File: src/rtl/cpu7_ifu_fcl_pkg.sv
// Shared definitions for the IFU fetch control logic: pc_bf select indices,
// FSM encoding and drop-counter sizing.
package cpu7_ifu_fcl_pkg;

  localparam int FCL_DROP_MAX = 3;
  localparam int FCL_DROP_W   = 2;
  localparam int PCBF_SEL_W   = 6;

  typedef enum logic [2:0] {
    SEL_INIT  = 3'd0,
    SEL_OLD   = 3'd1,
    SEL_PCINC = 3'd2,
    SEL_BRPC  = 3'd3,
    SEL_EXCPC = 3'd4,
    SEL_ERTN  = 3'd5
  } pcbf_idx_e;

  typedef enum logic [0:0] {
    ST_INIT = 1'b0,
    ST_RUN  = 1'b1
  } fcl_state_e;

  typedef logic [PCBF_SEL_W-1:0] pcbf_sel_t;

  function automatic pcbf_sel_t pcbf_onehot(input pcbf_idx_e idx);
    pcbf_sel_t one;
    one = 6'd1;
    return one << idx;
  endfunction

endpackage

File: src/rtl/cpu7_ifu_fcl_if.sv
// Fetch-control handshake bundle: EXU redirect/stall, instruction-memory port
// and the fdp-facing select/valid outputs.
interface cpu7_ifu_fcl_if;
  import cpu7_ifu_fcl_pkg::*;

  logic      br_taken;
  logic      exu_ifu_except;
  logic      exu_ifu_ertn_e;
  logic      exu_ifu_stall_req;
  logic      inst_addr_ok;
  logic      inst_valid_f;
  logic      inst_req;
  logic      inst_cancel;
  pcbf_sel_t fcl_fdp_pcbf_sel;
  logic      fcl_fdp_valid_f;

  modport master (
    input  br_taken,
    input  exu_ifu_except,
    input  exu_ifu_ertn_e,
    input  exu_ifu_stall_req,
    input  inst_addr_ok,
    input  inst_valid_f,
    output inst_req,
    output inst_cancel,
    output fcl_fdp_pcbf_sel,
    output fcl_fdp_valid_f
  );

  modport slave (
    output br_taken,
    output exu_ifu_except,
    output exu_ifu_ertn_e,
    output exu_ifu_stall_req,
    output inst_addr_ok,
    output inst_valid_f,
    input  inst_req,
    input  inst_cancel,
    input  fcl_fdp_pcbf_sel,
    input  fcl_fdp_valid_f
  );

endinterface

File: src/rtl/cpu7_ifu_fcl_dropctr.sv
// Saturating up/down counter of cancelled-but-unreturned fetch requests.
// Simultaneous inc and dec leave the count unchanged; it never wraps.
module cpu7_ifu_fcl_dropctr #(
  parameter int W   = 2,
  parameter int MAX = 3
) (
  input  logic         clk,
  input  logic         rst_l,
  input  logic         i_inc,
  input  logic         i_dec,
  output logic [W-1:0] o_cnt,
  output logic         o_sat,
  output logic         o_nz
);

  logic [W-1:0] r_cnt;
  logic         w_sat;
  logic         w_nz;
  logic         w_dec;

  assign w_sat = (r_cnt == W'(MAX));
  assign w_nz  = (r_cnt != '0);
  assign w_dec = i_dec & w_nz;

  // Counter update: increment holds at MAX, decrement is blocked at zero.
  always_ff @(posedge clk or negedge rst_l) begin
    if (!rst_l) begin
      r_cnt <= '0;
    end else begin
      case ({i_inc, w_dec})
        2'b10: begin
          if (w_sat) begin
            r_cnt <= r_cnt;
          end else begin
            r_cnt <= r_cnt + W'(1);
          end
        end
        2'b01:   r_cnt <= r_cnt - W'(1);
        default: r_cnt <= r_cnt;
      endcase
    end
  end

  assign o_cnt = r_cnt;
  assign o_sat = w_sat;
  assign o_nz  = w_nz;

endmodule

File: src/rtl/cpu7_ifu_fcl.sv
// IFU fetch control: sequences the instruction-memory handshake, filters stale
// responses after redirects and drives the one-hot pc_bf select for fdp.
module cpu7_ifu_fcl
  import cpu7_ifu_fcl_pkg::*;
#(
  parameter int DROP_MAX = FCL_DROP_MAX,
  parameter int DROP_W   = FCL_DROP_W
) (
  input  logic           clk,
  input  logic           rst_l,
  cpu7_ifu_fcl_if.master fcl_if
);

  fcl_state_e        r_state;
  logic              r_live;

  logic              w_run;
  logic              w_redir;
  logic              w_stale;
  logic              w_resp;
  logic              w_req;
  logic              w_accept;
  logic              w_drop_inc;
  logic [DROP_W-1:0] w_drop_cnt;
  logic              w_drop_sat;
  logic              w_drop_nz;
  pcbf_idx_e         w_sel_idx;

  assign w_run   = (r_state == ST_RUN);
  assign w_redir = w_run & (fcl_if.exu_ifu_except | fcl_if.exu_ifu_ertn_e | fcl_if.br_taken);

  // A response is stale while any cancelled request is still outstanding,
  // because memory returns in order and cancelled ones were issued first.
  assign w_stale = w_run & fcl_if.inst_valid_f & w_drop_nz;
  assign w_resp  = w_run & fcl_if.inst_valid_f & ~w_drop_nz;

  assign w_req = w_run & ~fcl_if.exu_ifu_stall_req & ~w_drop_sat
               & (~r_live | w_resp | w_redir);
  assign w_accept   = w_req & fcl_if.inst_addr_ok;
  assign w_drop_inc = w_redir & r_live & ~w_resp;

  cpu7_ifu_fcl_dropctr #(
    .W   (DROP_W),
    .MAX (DROP_MAX)
  ) u_dropctr (
    .clk   (clk),
    .rst_l (rst_l),
    .i_inc (w_drop_inc),
    .i_dec (w_stale),
    .o_cnt (w_drop_cnt),
    .o_sat (w_drop_sat),
    .o_nz  (w_drop_nz)
  );

  // Fetch sequencer: leaves INIT on the first clock after reset release.
  always_ff @(posedge clk or negedge rst_l) begin
    if (!rst_l) begin
      r_state <= ST_INIT;
    end else begin
      case (r_state)
        ST_INIT: r_state <= ST_RUN;
        ST_RUN:  r_state <= ST_RUN;
        default: r_state <= ST_INIT;
      endcase
    end
  end

  // Outstanding live request; an accept in a redirect cycle is for the new target.
  always_ff @(posedge clk or negedge rst_l) begin
    if (!rst_l) begin
      r_live <= 1'b0;
    end else if (w_accept) begin
      r_live <= 1'b1;
    end else if (w_resp | w_redir) begin
      r_live <= 1'b0;
    end else begin
      r_live <= r_live;
    end
  end

  // pc_bf source priority: except > ertn > br > stall > response > hold.
  always_comb begin
    w_sel_idx = SEL_INIT;
    if (!w_run) begin
      w_sel_idx = SEL_INIT;
    end else if (fcl_if.exu_ifu_except) begin
      w_sel_idx = SEL_EXCPC;
    end else if (fcl_if.exu_ifu_ertn_e) begin
      w_sel_idx = SEL_ERTN;
    end else if (fcl_if.br_taken) begin
      w_sel_idx = SEL_BRPC;
    end else if (fcl_if.exu_ifu_stall_req) begin
      w_sel_idx = SEL_OLD;
    end else if (w_resp) begin
      w_sel_idx = SEL_PCINC;
    end else begin
      w_sel_idx = SEL_OLD;
    end
  end

  assign fcl_if.inst_req         = w_req;
  assign fcl_if.inst_cancel      = w_redir;
  assign fcl_if.fcl_fdp_pcbf_sel = pcbf_onehot(w_sel_idx);
  assign fcl_if.fcl_fdp_valid_f  = w_resp & ~w_redir & ~fcl_if.exu_ifu_stall_req;

endmodule

File: src/flat_wrapper.sv
// flat-port wrapper written by rule: the top's interface ports become plain ports
module cpu7_ifu_fcl_flat import cpu7_ifu_fcl_pkg::*;
#(
  parameter int DROP_MAX = FCL_DROP_MAX,
  parameter int DROP_W   = FCL_DROP_W
)
  (clk, rst_l, fcl_if_br_taken, fcl_if_exu_ifu_except, fcl_if_exu_ifu_ertn_e, fcl_if_exu_ifu_stall_req, fcl_if_inst_addr_ok, fcl_if_inst_valid_f, fcl_if_inst_req, fcl_if_inst_cancel, fcl_if_fcl_fdp_pcbf_sel, fcl_if_fcl_fdp_valid_f);
  cpu7_ifu_fcl_if fcl_if_i ();
  input  logic clk;
  input  logic rst_l;
  input wire logic [$bits(fcl_if_i.br_taken)-1:0] fcl_if_br_taken;
  input wire logic [$bits(fcl_if_i.exu_ifu_except)-1:0] fcl_if_exu_ifu_except;
  input wire logic [$bits(fcl_if_i.exu_ifu_ertn_e)-1:0] fcl_if_exu_ifu_ertn_e;
  input wire logic [$bits(fcl_if_i.exu_ifu_stall_req)-1:0] fcl_if_exu_ifu_stall_req;
  input wire logic [$bits(fcl_if_i.inst_addr_ok)-1:0] fcl_if_inst_addr_ok;
  input wire logic [$bits(fcl_if_i.inst_valid_f)-1:0] fcl_if_inst_valid_f;
  output wire logic [$bits(fcl_if_i.inst_req)-1:0] fcl_if_inst_req;
  output wire logic [$bits(fcl_if_i.inst_cancel)-1:0] fcl_if_inst_cancel;
  output wire logic [$bits(fcl_if_i.fcl_fdp_pcbf_sel)-1:0] fcl_if_fcl_fdp_pcbf_sel;
  output wire logic [$bits(fcl_if_i.fcl_fdp_valid_f)-1:0] fcl_if_fcl_fdp_valid_f;
  assign fcl_if_i.br_taken = fcl_if_br_taken;
  assign fcl_if_i.exu_ifu_except = fcl_if_exu_ifu_except;
  assign fcl_if_i.exu_ifu_ertn_e = fcl_if_exu_ifu_ertn_e;
  assign fcl_if_i.exu_ifu_stall_req = fcl_if_exu_ifu_stall_req;
  assign fcl_if_i.inst_addr_ok = fcl_if_inst_addr_ok;
  assign fcl_if_i.inst_valid_f = fcl_if_inst_valid_f;
  assign fcl_if_inst_req = fcl_if_i.inst_req;
  assign fcl_if_inst_cancel = fcl_if_i.inst_cancel;
  assign fcl_if_fcl_fdp_pcbf_sel = fcl_if_i.fcl_fdp_pcbf_sel;
  assign fcl_if_fcl_fdp_valid_f = fcl_if_i.fcl_fdp_valid_f;
  cpu7_ifu_fcl #(.DROP_MAX(DROP_MAX), .DROP_W(DROP_W)) u_core (.clk(clk), .rst_l(rst_l), .fcl_if(fcl_if_i));
endmodule
File: config.mk
export PLATFORM = sky130hd
export DESIGN_NAME = cpu7_ifu_fcl_flat
export DESIGN_NICKNAME = d
export VERILOG_FILES = /design/src/rtl/cpu7_ifu_fcl_pkg.sv /design/src/rtl/cpu7_ifu_fcl_if.sv /design/src/rtl/cpu7_ifu_fcl_dropctr.sv /design/src/rtl/cpu7_ifu_fcl.sv /design/src/flat_wrapper.sv
export SDC_FILE = /design/constraint.sdc
export NUM_CORES = 1
export LEC_CHECK = 0
export CAP_MARGIN = 20
export CORE_AREA = 3 3 40 42
export CTS_CLUSTER_SIZE = 8
export DETAILED_ROUTE_END_ITERATION = 8
export DIE_AREA = 0 0 43 45
export PLACE_DENSITY = 0.6
export SYNTH_ARGS = -nofsm -noshare
export SYNTH_HDL_FRONTEND = slang
export SYNTH_SLANG_ARGS = --single-unit
File: constraint.sdc
create_clock -name clk -period 1.1 [get_ports clk]
set_input_delay 0.165 -clock clk [delete_from_list [all_inputs] [get_ports clk]]
set_output_delay 0.165 -clock clk [all_outputs]
set_load 0.01 [all_outputs]
* After elaboration in Yosys (flattened, before gate mapping)
Index checks and enable logic that the tools add are counted.
** Storage, ports and cells
- Output and inout port bits :: 9
- Logic and storage cells :: 48
- Input bits :: 8
- Bits in registers :: 4
** Operators by class
- Equal/unequal tests :: 4
- Reductions and logical operators :: 4
- Shift operators :: 1
- Mux-type cells :: 10
- Add/subtract/negate cells :: 2
- Bitwise operators :: 24
** Operators with widths (number)
- $mux 3 :: 5
- $and 1x1->1 :: 13
- $not 1->1 :: 6
- $reduce_bool 2->1 :: 3
- $shl 1x3->6 const A :: 1
- $or 1x1->1 :: 5
- $eq 2x2->1 const B :: 2
- $mux 2 :: 2
- $pmux 2 s2 :: 1
- $add 2x1->2 const B :: 1
- $eq 2x1->1 const B :: 1
- $mux 1 :: 2
- $ne 2x2->1 const B :: 1
- $reduce_and 2->1 :: 1
- $sub 2x1->2 const B :: 1

* Depth between registers and ports, before layout
- Word-level depth :: 10
- Gate-level depth with buffers :: 3

* Modules after synthesis
From an unflattened synthesis, not the netlist that was laid out.
** Second synthesis, totals
- Cell total of the unflattened synthesis :: 36
- Area total of the unflattened synthesis :: 307.8 µm²
** By module, submodules not included
- cpu7_ifu_fcl :: area an instance 190.2 µm², seq. area each 50.0 µm², times used 1, cells an instance 22
- cpu7_ifu_fcl_dropctr :: area an instance 117.6 µm², seq. area each 50.0 µm², times used 1, cells an instance 14

* Worst setup path after synthesis
Ideal clock, no wire load.
- Kind :: reg2out
- Start point :: register u_core.u_dropctr.r_cnt[0] (netlist: u_core.u_dropctr.o_cnt[0])
- End point :: output fcl_if_inst_req
- Arrival :: 1.088 ns
- Buffers on the path :: 0
- Data required time :: 0.935 ns
- Setup slack :: -0.153 ns
- Stages on the path, launching flop included :: 4
- Cell sequence :: dfrtp_1 or3b_4 nand3_1 and3b_1
** On the way
- Word-level cells in the longest chain between the ends :: 6
** Ends and longest elaborated chain
- start, declared :: line cpu7_ifu_fcl_dropctr.sv:16 : logic [W-1:0] r_cnt;
- start signal, assigned :: line cpu7_ifu_fcl_dropctr.sv:33 : r_cnt <= r_cnt;
- start signal, assigned :: line cpu7_ifu_fcl_dropctr.sv:35 : r_cnt <= r_cnt + W'(1);
- start signal, assigned :: line cpu7_ifu_fcl_dropctr.sv:38 : 2'b01: r_cnt <= r_cnt - W'(1);
- $reduce_bool 2->1 :: line cpu7_ifu_fcl_dropctr.sv:22 : assign w_nz = (r_cnt != '0);
- $not 1->1 :: line cpu7_ifu_fcl.sv:35 : assign w_resp = w_run & fcl_if.inst_valid_f & ~w_drop_nz;
- $and 1x1->1 :: line cpu7_ifu_fcl.sv:35
- $or 1x1->1 (2 in a row) :: line cpu7_ifu_fcl.sv:38 : & (~r_live | w_resp | w_redir);
- $and 1x1->1 * :: line cpu7_ifu_fcl.sv:38
- end, declared :: line flat_wrapper.sv:17 : output wire logic [$bits(fcl_if_i.inst_req)-1:0] fcl_if_inst_req;
Mark *: on every way between the ends. The rest lies on a longest branch, timed or not.

* Worst setup path after layout
- Start point :: register u_core.u_dropctr.r_cnt[1] (netlist: u_core.u_dropctr.o_cnt[1])
- End point :: output fcl_if_inst_req
The elaborated chain is that of the path after synthesis.

==> flow_summary.json <==
{
  "outcome": "finished with violations",
  "violations": "negative setup slack",
  "p_total_uw": 542.0,
  "cts_root_buffer": "clkbuf_4",
  "grt_max_degree": 7,
  "finalHoldViolCount": 0,
  "nets": 82,
  "crit_type": "reg2out",
  "seq_area_um2": 101.3,
  "cts_made_buffers": 3,
  "critPathRequiredTime_ns": 0.94,
  "drt-initial-drc-count": 3,
  "endpoint_kind": "primary output",
  "drtAntennaViolNets": 0,
  "syn_area_um2": 329.1,
  "fillers": 121,
  "met2_usage_pct": 18.26,
  "arrival_ns": 1.38,
  "synth-seq-cells": 4,
  "critPathLaunchType": "flip-flop",
  "dp_cells": 80,
  "multi_input_area_um2": 274.0,
  "synthTopCellsByArea": "dfrtp_1 (30%), nor3_1 (7.6%), o31ai_4 (6.5%)",
  "core_um2": 1285,
  "fp.dieArea_um2": 1935,
  "cp_max_fo": 5,
  "num_rows": 13,
  "cts_max_level": 1,
  "ys.flop_type": "dfrtp_1",
  "p_per_area_nw_per_um2": 783.3,
  "clockBufferDepth": 2,
  "wirelength_um": 1000,
  "slowest_stage": "or3b_4",
  "vias": 413,
  "cts_sinks": 4,
  "die_h_um": 45,
  "drt_first_pass_iters": 4,
  "async_flop_share_pct": 100.0,
  "top_usage_layer": "met2",
  "regToRegSetupSlack_ns": -0.14,
  "hold_path.class": "in2async",
  "clkLatencyLatePin_ns": 0.23,
  "dpl_cell_area_um2": 613.1,
  "irDropWorstVdd_mv": 0.5512,
  "seq_area_frac_synth_pct": 30.42,
  "tns_ns": -2.378,
  "dp_slack_ns": -0.9604,
  "post-route-util_pct": 53.85,
  "synth_enable_flop_cells": 0,
  "r2r_cells": 3,
  "met3_usage_pct": 0.3984,
  "syn_area_per_cell_um2": 8.660,
  "grt_use_met1_pct": 14.43,
  "synth_cell_types": 26,
  "n_antenna_cell": 0,
  "mappedNetlistNets": 46,
  "initial_utilization_pct": 25.61,
  "ctsHoldBuffers": 0,
  "setup_viol": 11,
  "portBuffers": 16,
  "timing.hold.ws_ns": 0.1357,
  "grt-ovfl-total": 0,
  "wl_per_cell_um": 11.49,
  "layout-drive-gt1-share_pct": 62.50,
  "gp_congestion": 0.7237,
  "yosysTopAreaCell": "dfrtp_1",
  "design_area_um2": 691.9,
  "period_share_pct": 140.3,
  "antenna_found_initial": 0,
  "setup_slack_ns": -0.4432,
  "max_stage_delay_ns": 0.44,
  "grt_pass1_vias": 397,
  "fmaxAchievable_mhz": 648.0,
  "synth_common_cells": "nor3_1 (5), dfrtp_1 (4), inv_1 (3)",
  "hpwl_um": 720,
  "synth_most_common_cell": "nor3_1",
  "finalNonFillerCells": 87,
  "tritoncts": "yes",
  "synthToLayoutAreaGrowth_pct": 110.3,
  "cellLeakagePower_nw": 0.3273,
  "die_w_um": 43,
  "synth_top_area_share_pct": 30.42,
  "drc": 0,
  "grt_pass1_wl_um": 1635,
  "via_per_inst": 4.747,
  "ios": 17,
  "cp_cell_sequence": "or3b_4, nand3_2, and3b_2, buf_6",
  "drv_slew": 0,
  "clock-skew-final_ns": 0.0007303,
  "cts.clk_slew.worst_paths_ns": 0.03,
  "grt_usage_pct": 10.88,
  "fin_crit_ns": 1.543,
  "maxCapViolations": 0,
  "synthCells": 38,
  "yosys_warnings": 0,
  "rsz0062_at_grt": "true"
}
==> cells by family (layout without fill, tap and decap cells) <==
family          count (synthesis)  count (layout)  synth area share (%)
other cells                     1               1                 1.140
buf+inv                         4              38                 4.561
compound gates                 11              11                 30.42
simple gates                   17              17                 30.42
mux                             1               1                 3.042
flops                           4               4                 30.42
==> cell usage in the layout, fill, tap and decap left out, types with 2 or more instances in the layout <==
| cell | netlist | final |
|---|---|---|
| nand2_1 | 2 | 2 |
| buf_2 | 0 | 5 |
| o31ai_4 | 1 | 2 |
| dfrtp_1 | 4 | 3 |
| nand2b_1 | 2 | 2 |
| buf_6 | 0 | 7 |
| clkbuf_4 | 0 | 3 |
| nor3_2 | 0 | 4 |
| clkbuf_2 | 0 | 2 |
| clkdlybuf4s50_1 | 0 | 3 |
| buf_4 | 0 | 12 |
| inv_1 | 3 | 2 |
==> final cells by class <==
type,count,share of cell area (%)
clock buffer,3,3.255
inverter,4,3.255
multi-input combinational,30,39.60
sequential,4,14.65
tap,15,2.712
timing repair buffer,31,36.53
==> layer usage <==
layer,wire (um),up-vias
li1,-,209
met1,434,196
met2,527,8
met3,38,0
met4,0,0
met5,0,-
==> flip-flops by register name (all words and copies together), names as in the netlist <==
name / cells
u_core.u_dropctr.o_cnt: 2
u_core.r_state: 1
u_core.r_live: 1
==> timing repair <==
action,CTS,global route
setup endpoints to repair,12,12
buffers inserted,5,2
endpoints found under the hold margin,0,0
pin swaps,7,2
resized for setup,59,8
==> worst max-delay path: cells and delay by family (launching register included) <==
family,cells,cell delay (ns)
AND/OR/NAND/NOR,3,0.70
flip-flops,1,0.36
buffers and inverters,1,0.10
==> path summary, 6_finish.rpt <==
path / start / end
worst max-delay path: u_core.u_dropctr.o_cnt[1]$_DFFE_PN0P_ / fcl_if_inst_req
worst min-delay path: rst_l / u_core.r_live$_DFFE_PN0P_
worst max register to register: u_core.u_dropctr.o_cnt[1]$_DFFE_PN0P_ / u_core.r_live$_DFFE_PN0P_
worst min register to register: u_core.u_dropctr.o_cnt[0]$_DFFE_PN0P_ / u_core.u_dropctr.o_cnt[1]$_DFFE_PN0P_
max in group asynchronous: rst_l / u_core.r_state$_DFF_PN0_
min in group clk: fcl_if_inst_addr_ok / u_core.r_live$_DFFE_PN0P_
==> where the power goes <==
part	leakage (nW)	switching (mW)	total, mW	internal [mW]
Combinational	0.262	0.0932	0.206	0.113
Sequential	0.0514	0.00762	0.164	0.157
Clock	0.0138	0.0502	0.172	0.121
Total	0.327	0.151	0.542	0.391
Note: power is estimated with default switching activity, not from simulation.
